`config.mk`:
```
export PLATFORM = sky130hd
export DESIGN_NAME = pulse_stretcher
export DESIGN_NICKNAME = d
export VERILOG_FILES = /design/src/rtl/pulse_stretcher_pkg.sv /design/src/rtl/pulse_stretcher_sat_counter.sv /design/src/rtl/pulse_stretcher.sv
export SDC_FILE = /design/constraint.sdc
export NUM_CORES = 1
export LEC_CHECK = 0
export CORE_MARGIN = 10
export CORE_UTILIZATION = 39
export CTS_BUF_LIST = sky130_fd_sc_hd__clkbuf_4 sky130_fd_sc_hd__clkbuf_8
export DETAILED_ROUTE_END_ITERATION = 16
export DONT_BUFFER_PORTS = 1
export PLACE_DENSITY_LB_ADDON = 0.05
export REMOVE_ABC_BUFFERS = 1
export SLEW_MARGIN = 5
export SYNTH_ARGS = -nofsm -noshare
export SYNTH_HDL_FRONTEND = slang
export SYNTH_SLANG_ARGS = --single-unit
```
`constraint.sdc`:
```
create_clock -name clk -period 2.7 [get_ports clk]
set_clock_uncertainty 0.15 [all_clocks]
set_input_delay 0.405 -clock clk [delete_from_list [all_inputs] [get_ports clk]]
set_output_delay 0.405 -clock clk [all_outputs]
set_load 0.1 [all_outputs]
```
`src/rtl/pulse_stretcher_pkg.sv`:
```
// Shared definitions for the pulse stretcher: FSM state encoding and widths.
package pulse_stretcher_pkg;

  localparam int STATE_W = 2;

  typedef enum logic [STATE_W-1:0] {
    IDLE = 2'b00,
    HIGH = 2'b01,
    GAP  = 2'b10
  } state_t;

endpackage

```
`src/rtl/pulse_stretcher_sat_counter.sv`:
```
// Up/down counter that saturates at both ends; simultaneous inc and dec hold.
module pulse_stretcher_sat_counter
  import pulse_stretcher_pkg::*;
#(
  parameter int W = 2
) (
  input  logic         clk,
  input  logic         rst,
  input  logic         inc,
  input  logic         dec,
  output logic [W-1:0] count,
  output logic         full
);

  assign full = &count;

  // NOTE: sequential state uses non-blocking assignments so every flop samples pre-edge values.
  always_ff @(posedge clk or posedge rst) begin
    if (rst) begin
      count <= '0;
    end else if (inc && !dec && !full) begin
      count <= count + W'(1);
    end else if (dec && !inc && (count != '0)) begin
      count <= count - W'(1);
    end
  end

endmodule

```
`src/rtl/pulse_stretcher.sv`:
```
// Stretches single-cycle trig pulses into len-cycle high windows on z, each
// followed by a forced low gap; triggers arriving while busy are queued.
module pulse_stretcher
  import pulse_stretcher_pkg::*;
#(
  parameter int CNT_W      = 8,
  parameter int GAP_CYCLES = 2,
  parameter int PEND_W     = 2
) (
  input  logic              clk,
  input  logic              rst,
  input  logic              trig,
  input  logic [CNT_W-1:0]  len,
  output logic              z,
  output logic              busy,
  output logic              done,
  output logic [PEND_W-1:0] pend,
  output logic              ovf
);

  localparam int GCNT_W = (GAP_CYCLES > 1) ? $clog2(GAP_CYCLES) : 1;
  localparam logic [GCNT_W-1:0] GAP_LOAD = GCNT_W'(GAP_CYCLES - 1);

  state_t            state, state_next;
  logic [CNT_W-1:0]  hcnt, hcnt_next, hcnt_load;
  logic [GCNT_W-1:0] gcnt, gcnt_next;
  logic              gap_exit, pend_nz, pend_full, inc, dec;

  // A zero length still produces a one-cycle window.
  assign hcnt_load = (len == '0) ? '0 : len - CNT_W'(1);
  assign pend_nz   = (pend != '0);
  assign gap_exit  = (state == GAP) && (gcnt == '0);

  // A GAP-exit launch takes from the queue first; a trig consumed directly is not queued.
  assign dec = gap_exit && pend_nz;
  assign inc = trig && (state != IDLE) && !(gap_exit && !pend_nz);

  // NOTE: every always_comb output gets a default first so no latch can be inferred.
  always_comb begin
    state_next = state;
    hcnt_next  = hcnt;
    gcnt_next  = gcnt;
    case (state)
      IDLE: begin
        if (trig) begin
          state_next = HIGH;
          hcnt_next  = hcnt_load;
        end
      end
      HIGH: begin
        if (hcnt != '0) begin
          hcnt_next = hcnt - CNT_W'(1);
        end else begin
          state_next = GAP;
          gcnt_next  = GAP_LOAD;
        end
      end
      GAP: begin
        if (gcnt != '0) begin
          gcnt_next = gcnt - GCNT_W'(1);
        end else if (pend_nz || trig) begin
          state_next = HIGH;
          hcnt_next  = hcnt_load;
        end else begin
          state_next = IDLE;
        end
      end
      default: state_next = IDLE;
    endcase
  end

  always_ff @(posedge clk or posedge rst) begin
    if (rst) begin
      state <= IDLE;
      hcnt  <= '0;
      gcnt  <= '0;
      z     <= 1'b0;
      busy  <= 1'b0;
      done  <= 1'b0;
      ovf   <= 1'b0;
    end else begin
      state <= state_next;
      hcnt  <= hcnt_next;
      gcnt  <= gcnt_next;
      z     <= (state_next == HIGH);
      busy  <= (state_next != IDLE);
      done  <= (state == HIGH) && (hcnt == '0);
      ovf   <= inc && pend_full && !dec;
    end
  end

  pulse_stretcher_sat_counter #(
    .W (PEND_W)
  ) u_pend (
    .clk   (clk),
    .rst   (rst),
    .inc   (inc),
    .dec   (dec),
    .count (pend),
    .full  (pend_full)
  );

endmodule

```
Word-level counts from Yosys, hierarchy flattened --
Cells that the tools add are included.
Word-level totals: register bits 17, latch bits 0, RAM bits 0, memory bits (read-only) 0, input bits 11, output and inout bits 6, logic and storage cells 69, memories 0
Cells by class: add/subtract/negate cells 5, multipliers 0, divide/modulo/power cells 0, order comparisons 0, equality and inequality tests 8, shift-type cells 0, mux-type cells 16, bitwise operators 1, reduce and logical (&&, ||, !) cells 31
Operators by type and width (number):
- $mux W8 | 5
- $pmux W8 S3 | 1
- $logic_not A8 Y1 | 2
- $sub A8 B1 Y8 const B | 2
- $logic_and A1 B1 Y1 | 12
- $mux W2 | 5
- $reduce_bool A2 Y1 | 5
- $ne A2 B2 Y1 const B | 4
- $reduce_bool A8 Y1 | 1
- $pmux W2 S3 | 1
- $logic_not A1 Y1 | 5
- $reduce_and A5 Y1 | 1
- $eq A2 B1 Y1 const B | 2
- $reduce_and A2 Y1 | 2
- $mux W1 | 3
- $reduce_bool A3 Y1 | 1
- $add A2 B1 Y2 const B | 1
- $eq A2 B2 Y1 const B | 1
- $logic_not A2 Y1 | 1
- $ne A2 B1 Y1 const B | 1
- $pmux W1 S2 | 1
- $sub A2 B1 Y2 const B | 1
- $logic_or A1 B1 Y1 | 1
- $not A1 Y1 | 1
- $sub A1 B1 Y1 const B | 1

Logic depth before layout (Yosys ltp) --
Gate-level depths: netlist of run 1.
depth in word-level cells 10, depth in mapped cells 8

By module --
Synthesis of run 1 repeated with hierarchy kept, for this count alone.
Second synthesis, totals: cells, all modules 129, area, all modules 1116.1 sq um
By module, submodules not included:
- pulse_stretcher | times used 1, cells each 115, area each 1001.0 sq um, sequential area each 375.4 sq um
- pulse_stretcher_sat_counter | times used 1, cells each 14, area each 115.1 sq um, sequential area each 50.0 sq um

Worst setup path after synthesis of run 1 --
No wires, ideal clock.
path type flip-flop to flip-flop, start point reg u_pend.count[0], end point reg hcnt[0], setup time 0.125 ns, arrival 2.403 ns, setup slack 0.022 ns, cell stages (with the launch flop) 7, path buffers 2, clock period less this slack 2.678 ns, cells stage by stage dfrtp_1 buf_2 or4b_2 o311a_2 and2_4 buf_6 mux2_4
On the way: cells in the longest elaborated chain, start to end 4
Ends and longest elaborated chain:
- from (decl) | line pulse_stretcher_sat_counter.sv:11 | output logic [W-1:0] count,
- from (signal assigned) | line pulse_stretcher_sat_counter.sv:22 | count <= count + W'(1);
- from (signal assigned) | line pulse_stretcher_sat_counter.sv:24 | count <= count - W'(1);
- $reduce_bool A2 Y1 | line pulse_stretcher.sv:31 | assign pend_nz = (pend != '0);
- $logic_or A1 B1 Y1 | line pulse_stretcher.sv:61 | end else if (pend_nz || trig) begin
- $ne A2 B1 Y1 (no source line)
- $reduce_and A5 Y1 (no source line)
- to (signal assigned) | line pulse_stretcher.sv:83 | hcnt <= hcnt_next;
- to (decl) | line pulse_stretcher.sv:25 | logic [CNT_W-1:0] hcnt, hcnt_next, hcnt_load;
No other way between the ends. A chain may end at the register's enable or synchronous reset.

Final worst setup path of run 1 --
start point reg hcnt[0], end point reg hcnt[0]
On the way: cells in the longest elaborated chain, start to end 3, elaborated cells on any way between the ends 6, those cells by class 1 x add/sub; 1 x eq/ne; 2 x mux; 2 x reduce/logical
Ends and longest elaborated chain (line):
- $sub A8 B1 Y8 / $reduce_bool A8 Y1 (equally long branches) | pulse_stretcher.sv:52, pulse_stretcher.sv:51
- $mux W8 / $ne A2 B2 Y1 (equally long branches)
- $pmux W8 S3 / $reduce_and A5 Y1 (equally long branches)
Parallel ways exist; a longest one is shown, timed or not. The select of a mux whose other input is x is not followed.

==> results of run 1 <==
==> sequential cells by signal (all words and copies together) (netlist names) <==
name / count
state: 2
z: 1
busy: 1
ovf: 1
hcnt: 8
gcnt: 1
done: 1
u_pend.count: 2
==> synth_stat cells (2+ instances only) <==
cell / n
a21oi_1: 8
a22o_1: 2
a31oi_1: 3
a32o_1: 2
and4b_1: 2
buf_2: 2
buf_6: 2
clkbuf_1: 3
dfrtp_1: 17
ha_1: 4
inv_1: 8
mux2_4: 2
nand2_1: 7
nand2b_1: 2
nand3_1: 6
nor2_1: 2
nor3_1: 2
o21ai_0: 7
o22ai_1: 4
o31ai_1: 3
or3_1: 3
or3b_2: 2
or4_1: 5
xnor2_1: 3
==> logic make-up (layout without fill, tap and decap cells) <==
logic type | Yosys count | after routing | synth area share [%]
xor+xnor | 3 | 3 | 2.318
simple gates | 42 | 42 | 23.29
buf+inv | 16 | 15 | 6.843
compound gates | 37 | 37 | 21.96
mux | 3 | 3 | 3.642
fa+ha+maj | 4 | 4 | 4.415
flops | 17 | 17 | 37.53
==> power groups by stage <==
stage	combinational, mW	sequential [mW]	clock [mW]
2_1_floorplan	0.317	0.467	0
3_3_place_gp	0.395	0.494	0
3_5_place_dp	0.393	0.493	0
4_1_cts	0.392	0.489	0.141
5_1_grt	0.444	0.505	0.153
6_report	0.390	0.488	0.136
==> worst max-delay path: cells and delay by family, from the launching register on <==
family,cells,cell delay [ns]
buffers and inverters,1,0.09
multiplexers,1,0.30
flip-flops,1,0.43
adder cells (fa/ha/maj),1,0.16
AND/OR/NAND/NOR,3,1.13
==> per-stage QoR <==
stage                     power (mW)  setup slack, ns
after global placement        0.8882           0.4084
after detailed placement      0.8856           0.3700
after floorplan               0.7838           0.2032
after global routing           1.102           0.1949
final                          1.013           0.3273
after CTS                      1.023           0.3338
==> cell type report <==
type,count,area (um^2),share of cell area (%)
Clock inverter,1,7.507,0.6363
Clock buffer,3,22.52,1.909
Tap cell,31,38.79,3.287
Inverter,8,30.03,2.545
Timing Repair Buffer,3,25.02,2.121
Sequential cell,17,425.4,36.06
Multi-Input combinational cell,89,630.6,53.45
==> metal layers <==
metal	track usage, %	wire, um	vias up
met5	0	0	-
met4	4.969	41	0
met3	3.499	182	4
met2	15.81	1175	22
met1	12.43	1107	434
li1	-	-	458
==> final timing paths <==
check	to	slack (ns)
min in group asynchronous	busy$_DFF_PP0_	0.46
worst min register to register	hcnt[6]$_DFFE_PP0P_	0.34
worst min-delay path	ovf$_DFF_PP0_	0.09
worst max-delay path	hcnt[0]$_DFFE_PP0P_	0.33
worst max register to register	hcnt[0]$_DFFE_PP0P_	0.33
max in group asynchronous	hcnt[6]$_DFFE_PP0P_	1.53
==> impl_metrics.ini, run 1 <==
[power]
p_int_mw = 0.5934
peakVddDrop_v = 0.0004799
cellPowerDensity_nw_per_um2 = 858.7
p_comb_share_pct = 38.4
p_leak_nw = 0.4872
sequentialPowerShare_pct = 48.2
switchingPower_mw = 0.4197
clkPwrFrac_pct = 13.4
p_sw_share_pct = 41.43

[sta]
hold_slack_ns = 0.08577
relSlewSlack_pct = 41.53
fin_crit_ns = 2.373
final.period_utilization_pct = 87.88
drv_slew = 0
rsz0062_at_grt = no
fmax_mhz = 421.5
setup_tns_ns = 0
setup_viol = 0
worst_pin_slew_ns = 0.8777
hold_violations = 0

[global_route]
antenna_found_initial = 0
grt_pass1_wl_um = 4519
grt_usage_pct = 10.25
overflow = 0
grt_pass1_vias = 960
grt_max_degree = 18

[cts]
postCtsSetupRepairBufs = 0
htreeDepth = 1
clockBufferDepth = 2
clock_latency_ns = 0.29
root_buffer = clkbuf_4
cts_resized = 0
cts.sinks = 17
cts_tree = built
clk_pin_slew_worst_paths_ns = 0.11
cts_made_buffers = 3
cts_hold_buf = 1

[placement]
dp_cells = 147
routabilityCongestion = 0.8223
dpl_cell_area_um2 = 1140
port_buffers = 0
dpl.hpwl_um = 1974

[detailed_routing]
antenna_left = 0
firstDrtPassIters = 5
drtIter0Drc = 33
vias_per_cell = 6.039
drc = 0
post_drt_wl_per_cell_um = 16.49
wl_um = 2507
vias = 918

[synthesis]
synth_ff_type = dfrtp_1
ys_types = 45
ys_warn_count = 0
synth_edf_count = 0
synth-seq-area-share_pct = 37.53
ys_async_sr_fraction_pct = 100.0
yosys.area.top_type = dfrtp_1
syn-cell-area_um2 = 1134
synthCells = 122
synth_seq_cells = 17
netlist.area_leader.share_pct = 37.53
synthTopCellsByArea = dfrtp_1 38%, ha_1 4.4%, a21oi_1 3.5%
synthesis.area_per_instance_um2 = 9.292

[outcome]
status = finished clean

[setup_path]
worstPathArrival_ns = 2.42
r2r_start = hcnt[0]$_DFFE_PP0P_
path_cells = inv_1 > ha_1 > or4b_1 > or3_1 > and2_4 > mux2_4
path_max_fanout = 10
cp_data_required_time_ns = 2.74
crit_path_max_incr_delay_ns = 0.46
cp-startpoint = hcnt[0]$_DFFE_PP0P_
cp-start-kind = register
r2r_cells = 6
crit_type = register to register
cp-end-kind = register
cp_slowest_cell = or3_1

[min_path]
min_delay_path_depth = 2
hp-start = trig
hp-class = input pin to register

[floorplanning]
dieArea_um2 = 5463
rows = 19
core_um2 = 2758
initial_core_util_pct = 41.11
die_height_um = 73.92
ioPinCount = 17
die_x_um = 73.92

[finish]
layout_common_cells = 17 x dfrtp_1, 8 x inv_1, 8 x a21oi_1, 7 x o21ai_0, 7 x nand2_1
diodes = 0
fin_area_um2 = 1180
utilization_pct = 42.79
nets = 137
layout_commonest_cell = dfrtp_1
stdcell_count = 152
fill_cells = 289
area_delta_synth_final_pct = 4.084
drive_gt1_share_pct = 12.40

[run]
drv_cap = 0
Note: power is estimated with default switching activity, not from simulation.
==> run 2, diff against run 1 <==
--- a/config.mk
+++ b/config.mk
@@ -16,3 +16,4 @@
 export SYNTH_ARGS = -nofsm -noshare
 export SYNTH_HDL_FRONTEND = slang
 export SYNTH_SLANG_ARGS = --single-unit
+export TNS_END_PERCENT = 10
==> results of run 2 <==
No change in the layout: final DEF, timing and power equal those of run 1.
==> run 3, diff against run 2 <==
--- a/config.mk
+++ b/config.mk
@@ -5,6 +5,7 @@
 export SDC_FILE = /design/constraint.sdc
 export NUM_CORES = 1
 export LEC_CHECK = 0
+export ABC_AREA = 1
 export CORE_MARGIN = 10
 export CORE_UTILIZATION = 39
 export CTS_BUF_LIST = sky130_fd_sc_hd__clkbuf_4 sky130_fd_sc_hd__clkbuf_8
==> run 3 against run 2 <==
Against the previous run:
- register-to-register slack gained 0.62 ns
- global-route usage decreased by 0.25 points
- sequential share of layout area fell by 1.7 points
- highest routed layer unchanged
==> impl_metrics.ini, run 3 <==
[outcome]
status = finished clean

[placement]
dpl.hpwl_um = 2052
dpl_cell_area_um2 = 1197
routabilityCongestion = 0.8323
port_buffers = 0

[setup_path]
r2r_cells = 10
cp-startpoint = done$_DFF_PP0_
cp-start-kind = register
r2r_start = state[0]$_DFF_PP0_
crit_type = register to output pin
r2r_end = hcnt[1]$_DFFE_PP0P_
path_max_fanout = 1
worstPathArrival_ns = 1.23
cp.depth = 0
ff2ff_setup_slack_ns = 0.95
cp_data_required_time_ns = 2.14
cp-end-kind = output pin

[sta]
final.period_utilization_pct = 66.25
relSlewSlack_pct = 41.33
hold_violations = 0
setup_viol = 0
worst_pin_slew_ns = 0.8806
fin_crit_ns = 1.789
drv_slew = 0
setup_tns_ns = 0
rsz0062_at_grt = no
fmax_mhz = 559.0

[detailed_routing]
vias = 1015
post_drt_wl_per_cell_um = 12.44
antenna_left = 0
vias_per_cell = 4.927
drtIter0Drc = 82
drc = 0
firstDrtPassIters = 4
wl_um = 2563

[finish]
largest_reg_flops = 8
diodes = 0
fin_area_um2 = 1237
drive_gt1_share_pct = 10.86
regArea_um2 = 425.4
reg.largest.list = hcnt x8, state x2, u_pend.count x2
multi_input_area_um2 = 628.1
layout_common_cells = 57 x nand2_1, 23 x nor2_1, 21 x inv_1, 17 x dfrtp_1, 12 x nand3_1
layout_commonest_cell = nand2_1
area_delta_synth_final_pct = 7.151
top_register = hcnt
fill_cells = 306
nets = 191

[synthesis]
ys_types = 18
netlist.area_leader.share_pct = 36.84
syn-cell-area_um2 = 1155
ys_async_sr_fraction_pct = 100.0
synth-seq-area-share_pct = 36.84
synth_seq_cells = 17
synth_edf_count = 0
synthCells = 169
yosysMostFrequentCell = nand2_1
synthesis.area_per_instance_um2 = 6.833
yosys.area.top_type = dfrtp_1
synthTopCellsByArea = dfrtp_1 37%, nand2_1 19%, nor2_1 7.5%
synthTopCellsByCount = 57 x nand2_1, 23 x nor2_1, 21 x inv_1, 17 x dfrtp_1, 12 x nand3_1
ys_warn_count = 0
synth_ff_type = dfrtp_1

[cts]
cts_resized = 0
cts_made_buffers = 3
cts_tree = built
root_buffer = clkbuf_4
clockBufferDepth = 2
cts.sinks = 17
htreeDepth = 1
clk_pin_slew_worst_paths_ns = 0.11
clock_latency_ns = 0.30

[global_route]
busiest_layer = met2
grt_pass1_vias = 905
grt_use_met3_pct = 3.723
overflow = 0
grt_max_degree = 18
grt_usage_pct = 10.00
grt_pass1_wl_um = 4264
antenna_found_initial = 0
use_met2_pct = 14.12
gr-usage-met1_pct = 13.69

[power]
p_leak_nw = 0.6283
cellPowerDensity_nw_per_um2 = 674.3
peakVddDrop_v = 0.0003985

[min_path]
hp-start = trig
min_delay_path_depth = 2
hold_end = u_pend.count[1]$_DFFE_PP0P_
hp-class = input pin to register

[floorplanning]
die_height_um = 74.42
dieArea_um2 = 5538
initial_core_util_pct = 41.17
ioPinCount = 17
die_x_um = 74.42
core_um2 = 2805
rows = 19

[run]
drv_cap = 0
[run 3: area by class of cell]
class / instances / area share [%]
tap: 31 / 3.134
inverter: 24 / 7.280
sequential: 17 / 34.38
timing repair buffer: 3 / 2.022
clock buffer: 3 / 1.820
multi-input combinational: 127 / 50.76
clock inverter: 1 / 0.6067
[run 3: worst register-to-register path, stage by stage, from the launching register on]
cell and delay [ns]:
dfrtp_1 0.41, inv_2 0.10, nand2_2 0.08, nor2_4 0.11
inv_2 0.04, nand2_1 0.06, nand2_2 0.08, nor2_4 0.30
inv_1 0.17, nand2_1 0.09, nand2_1 0.06
[run 3: where the power goes]
part	internal [mW]	switching (mW)
registers	0.305	0.0811
clock network	0.0564	0.0846
logic	0.0955	0.212
[run 3: metrics by stage]
step                util (%)  worst slack (ns)  power [mW]  std cells  hold WS [ns]
floorplan                  -            0.5685      0.6300        168        0.1811
global placement       42.69             1.005      0.6947        201        0.2616
detailed placement     42.69            0.9478      0.6978        201        0.2762
CTS                    44.11            0.8921      0.8439        206        0.1256
global route           44.11            0.8190      0.9124        206        0.1332
finish                 44.11            0.9112      0.8344        206        0.1366
[run 3: worst max-delay path by stage]
stage	slack [ns]	endpoint
after detailed placement	0.95	hcnt[1]$_DFFE_PP0P_
after CTS	0.89	busy
after global placement	1.00	hcnt[7]$_DFFE_PP0P_
final	0.91	done
after global routing	0.82	hcnt[7]$_DFFE_PP0P_
after floorplan	0.57	hcnt[1]$_DFFE_PP0P_
[run 3: per-layer routing]
metal	vias up	part of all wire [%]
met5	-	0
met4	0	0.98
met3	4	8.6
met2	25	41
met1	449	50
li1	537	-
[run 3: logic make-up after synthesis]
logic type | after synthesis | synth area share [%]
AO/OA/AOI/OAI | 18 | 9.425
buffers and inverters | 25 | 8.776
adder cells (fa/ha/maj) | 4 | 4.334
XOR/XNOR | 2 | 1.517
flip-flops | 17 | 36.84
AND/OR/NAND/NOR | 103 | 39.11
[run 3: repair_timing]
action / CTS / global route
hold buffers: 1 / 0
setup buffers: 0 / 0
hold endpoints to repair: 17 / 0
